===== config.mk =====
export PLATFORM = sky130hd
export DESIGN_NAME = pc_sequencer
export DESIGN_NICKNAME = d
export VERILOG_FILES = /design/src/rtl/procesador_pkg.sv /design/src/rtl/pc_reg.sv /design/src/rtl/pc_sequencer.sv
export SDC_FILE = /design/constraint.sdc
export NUM_CORES = 1
export LEC_CHECK = 0
export ABC_AREA = 1
export BUFFER_PORTS_ARGS = -buffer_cell sky130_fd_sc_hd__clkbuf_2
export CAP_MARGIN = 5
export CORE_MARGIN = 5
export CORE_UTILIZATION = 50
export CTS_BUF_LIST = sky130_fd_sc_hd__clkbuf_8
export CTS_CLUSTER_SIZE = 25
export DETAILED_ROUTE_END_ITERATION = 10
export HOLD_SLACK_MARGIN = 0.1
export PLACE_DENSITY = 0.8
export SETUP_SLACK_MARGIN = 0.4
export SLEW_MARGIN = 15
export SYNTH_ARGS = -nofsm -noshare
export SYNTH_HDL_FRONTEND = slang
export SYNTH_HIERARCHICAL = 1
export SYNTH_SLANG_ARGS = --single-unit

===== constraint.sdc =====
create_clock -name CLK -period 2.25 [get_ports CLK]
set_input_delay 0.3375 -clock CLK [delete_from_list [all_inputs] [get_ports CLK]]
set_output_delay 0.3375 -clock CLK [all_outputs]
set_load 0.005 [all_outputs]

===== src/rtl/procesador_pkg.sv =====
// Shared constants, opcode-bit indices and FSM state encoding for the instruction sequencer.
// Included by pc_reg and pc_sequencer; holds no logic.
package procesador_pkg;

  localparam int ADDR_W  = 11;
  localparam int INSTR_W = 16;
  localparam logic [INSTR_W-1:0] HALT_WORD = 16'hFFFF;

  // Opcode bits seen by the jump-decision logic (B13/B12/B11)
  localparam int JMP_BIT = 13;
  localparam int COND_HI = 12;
  localparam int COND_LO = 11;

  typedef enum logic [1:0] {
    FETCH   = 2'd0,
    DECODE  = 2'd1,
    EXECUTE = 2'd2,
    HALT    = 2'd3
  } seq_state_e;

endpackage


===== src/rtl/pc_reg.sv =====
// Program counter: load has priority over increment, increment wraps at 2^ADDR_W.
// One-cycle update latency; no flow control, the caller qualifies load_en/inc_en.
module pc_reg
  import procesador_pkg::*;
(
  input  logic              clk,
  input  logic              rst_n,
  input  logic              inc_en,
  input  logic              load_en,
  input  logic [ADDR_W-1:0] load_val,
  output logic [ADDR_W-1:0] pc
);

  logic [ADDR_W-1:0] pc_d;
  logic [ADDR_W-1:0] pc_q;

  always_comb begin
    pc_d = pc_q;
    if (load_en) begin
      pc_d = load_val;
    end else if (inc_en) begin
      pc_d = pc_q + ADDR_W'(1);
    end
  end

  always_ff @(posedge clk or negedge rst_n) begin
    if (!rst_n) begin
      pc_q <= '0;
    end else begin
      pc_q <= pc_d;
    end
  end

  assign pc = pc_q;

endmodule


===== src/rtl/pc_sequencer.sv =====
// Fetch/decode/execute sequencer holding PC, IR and carry; 3 cycles per instruction unstalled.
// Stalls in FETCH until mem_ready and in non-jump EXECUTE until exec_done; HALT is left only by reset.
module pc_sequencer
  import procesador_pkg::*;
(
  input  logic               CLK,
  input  logic               RST_N,
  input  logic [INSTR_W-1:0] instr,
  input  logic               mem_ready,
  output logic               fetch_req,
  output logic [ADDR_W-1:0]  pc,
  output logic [INSTR_W-1:0] ir,
  input  logic               pre_load,
  input  logic               exec_done,
  input  logic               alu_cy,
  input  logic               cy_we,
  output logic               CY,
  output logic               retire,
  output logic               halted,
  output logic [15:0]        retired_cnt
);

  seq_state_e         state_d, state_q;
  logic [INSTR_W-1:0] ir_d, ir_q;
  logic               cy_d, cy_q;
  logic [15:0]        cnt_d, cnt_q;
  logic               pc_inc;
  logic               pc_load;

  pc_reg u_pc_reg (
    .clk      (CLK),
    .rst_n    (RST_N),
    .inc_en   (pc_inc),
    .load_en  (pc_load),
    .load_val (ir_q[ADDR_W-1:0]),
    .pc       (pc)
  );

  always_comb begin
    state_d   = state_q;
    ir_d      = ir_q;
    cy_d      = cy_q;
    pc_inc    = 1'b0;
    pc_load   = 1'b0;
    fetch_req = 1'b0;
    retire    = 1'b0;
    halted    = 1'b0;
    case (state_q)
      FETCH: begin
        fetch_req = 1'b1;
        if (mem_ready) begin
          ir_d = instr;
          if (instr == HALT_WORD) begin
            state_d = HALT;
          end else begin
            pc_inc  = 1'b1;
            state_d = DECODE;
          end
        end
      end
      DECODE: begin
        state_d = EXECUTE;
      end
      EXECUTE: begin
        // pre_load is only looked at for jumps, so an unknown value elsewhere cannot leak
        if (ir_q[JMP_BIT]) begin
          pc_load = pre_load;
          retire  = 1'b1;
          state_d = FETCH;
        end else if (exec_done) begin
          if (cy_we) begin
            cy_d = alu_cy;
          end
          retire  = 1'b1;
          state_d = FETCH;
        end
      end
      HALT: begin
        halted = 1'b1;
      end
      default: begin
        state_d = FETCH;
      end
    endcase
    cnt_d = cnt_q + 16'(retire);
  end

  always_ff @(posedge CLK or negedge RST_N) begin
    if (!RST_N) begin
      state_q <= FETCH;
      ir_q    <= '0;
      cy_q    <= 1'b0;
      cnt_q   <= '0;
    end else begin
      state_q <= state_d;
      ir_q    <= ir_d;
      cy_q    <= cy_d;
      cnt_q   <= cnt_d;
    end
  end

  assign ir          = ir_q;
  assign CY          = cy_q;
  assign retired_cnt = cnt_q;

endmodule


==> flow_summary.toml <==
[outcome]
outcome = "completed"

[clock_network]
cts.sinks = 46
clk_latency_ns = 0.29
cts_tree = "built"
ctsLongestPathBuffers = 2
h-tree-depth = 2
cts_buffers = 5
cts-root-buf = "clkbuf_8"
clk_pin_slew_ns = 0.08

[floorplanning]
die_w_um = 78.9
dieArea_um2 = 6230
rows = 25
ios = 70
core_area_um2 = 4660
die_h_um = 78.9
initial_core_util_pct = 51.0

[route]
ant_nets = 0
routed_via_density = 5.18
wl_um = 5480
wl_per_cell_um = 14.0
firstDrtPassIters = 4
post-route-drc-count = 0
vias = 2020
drt_iter0_drc = 117

[critical_path]
worstSetupStartpoint = "state_q[0]"
critPathLaunchType = "flop"
cp-end-kind = "flop"
crit_fanout = 3
worstReg2RegStart = "state_q[0]"
critical_path_required_ns = 2.43
crit_type = "reg2reg"
worstPathArrival_ns = 1.95

[logic_synthesis]
synth-seq-cells = 46
postSynth.asyncResetShare_pct = 100
synth_edf_count = 0
synth.top_cell.area_share_pct = 48.5
syn-num-nets = 283
ys_seq_area_share_pct = 48.5
synthTopCellsByArea = "dfrtp_1, nand2_1, xor2_1, ha_1, mux2_4"
synth_commonest_cells = "nand2_1, dfrtp_1, inv_1, nor2_1, nand3_1"
yosysMostFrequentCell = "nand2_1"
ys_types = 25
avgSynthCellArea_um2 = 9.46
synth_top_area_cell = "dfrtp_1"
syn_area_um2 = 2370
syn_inst = 251
synthFlopType = "dfrtp_1"
synth_warnings = 6

[sta]
min_period_ns = 1.78
timing.fmax_ghz = 0.563
tns_ns = 0
worst_slew_pin_slew_ns = 0.652
final.period_utilization_pct = 78.9
drv_slew = 0
finalSetupViolCount = 0
clock-skew-final_ns = 0.0103
rsz0062_at_grt = "true"
worst_slack_ns = 0.474
max_slew_margin_pct = 56.6
hold_viol_final = 0

[grt]
antenna_found_initial = 0
grt_pass1_wl_um = 9250
grt.overflow.total = 0
grt_usage_pct = 18.7
grt_pass1_vias = 1983
grt_max_degree = 27

[min_path]
holdCritPathClass = "in2reg"
min_from = "alu_cy"

[place]
place.gp.congestion = 0.858
pre_cts_slack_ns = 0.303
placed_cells = 376
dp_hpwl_um = 4190
io_buffers = 69
placedInstanceArea_um2 = 2830

[layout]
finalInstanceArea_um2 = 2980
fin_nets = 368
syn_to_final_growth_pct = 25.4
instances_no_fill = 390
drive_gt1_share_pct = 36.6
diodes = 0

[job]
cap_viol_max_count = 0

[pwr]
cellLeakagePower_nw = 1.62
power_density_nw_per_um2 = 451
peakVddDrop_uv = 296
totalPowerFinal_mw = 1.34
[critical path: stages (launching register included)]
cell and delay (ns):
dfrtp_1 0.41, inv_2 0.08, ha_4 0.14, inv_2 0.04, a21oi_2 0.12, ha_2 0.23, ha_4 0.15, nand2_4 0.07
nor3_4 0.21, nand3_1 0.09, nand2_1 0.07, nand2_1 0.06
[cell type report]
type / instances / area [µm²]
Fill cell: 387 / 1680
Multi-Input combinational cell: 178 / 1160
Sequential cell: 46 / 1150
Timing Repair Buffer: 80 / 430
Inverter: 25 / 93.8
Clock buffer: 5 / 68.8
Tap cell: 54 / 67.6
Clock inverter: 2 / 7.51
[through the flow]
stage	util (%)	hold WS [ns]
finish	63.9	0.282
global placement	60.7	0.384
CTS	62.9	0.271
global route	63.9	0.286
detailed placement	60.7	0.397
floorplan	-	0.0419
[repair_timing]
action                                 CTS  global route
resized for setup                        0             7
endpoints found under the hold margin   24             0
setup buffers                            2             4
pin swaps                                1             5
setup endpoints to repair                5            16
hold buffers                             1             0
[per-layer routing]
metal	GRT usage [%]	part of all wire (%)
met5	0	0
met4	7.56	1.4
met3	3.40	5.2
met2	30.4	50
met1	24.8	44
[path summary, 6_finish.rpt]
kind / to / slack [ns] / depth (start not counted)
worst max-delay path: retired_cnt[14] / 0.47 / 11
worst min-delay path: CY / 0.28 / 3
worst max register to register: retired_cnt[14] / 0.47 / 11
worst min register to register: CY / 0.50 / 2
max in group asynchronous: retired_cnt[14] / 1.02 / 3
min in group asynchronous: ir[8] / 0.60 / 2
[kinds of logic after synthesis]
family	Yosys count	synth area share [%]
fa+ha+maj	9	4.74
mux	15	8.22
flops	46	48.5
buf+inv	27	4.64
compound gates	20	5.11
simple gates	120	23.7
xor+xnor	14	5.16
[power breakdown]
| part | leakage, nW | switching (mW) | internal (mW) |
|---|---|---|---|
| Clock | 0.0466 | 0.261 | 0.205 |
| Sequential | 0.596 | 0 | 0.826 |
| Combinational | 0.981 | 0.0298 | 0.0199 |
[cell usage in the layout, fill, tap and decap left out, types with 5 or more instances in the layout]
master	instances
xor2_1	13
nand4_1	5
clkbuf_2	69
a22oi_1	7
mux2_2	8
dfrtp_1	45
o21ai_0	5
nor2_2	5
mux2_4	7
ha_1	6
nor2_1	18
nand3_1	18
clkbuf_8	5
nand2_1	60
inv_1	24
buf_4	10
(Power assumes the default switching activity.)
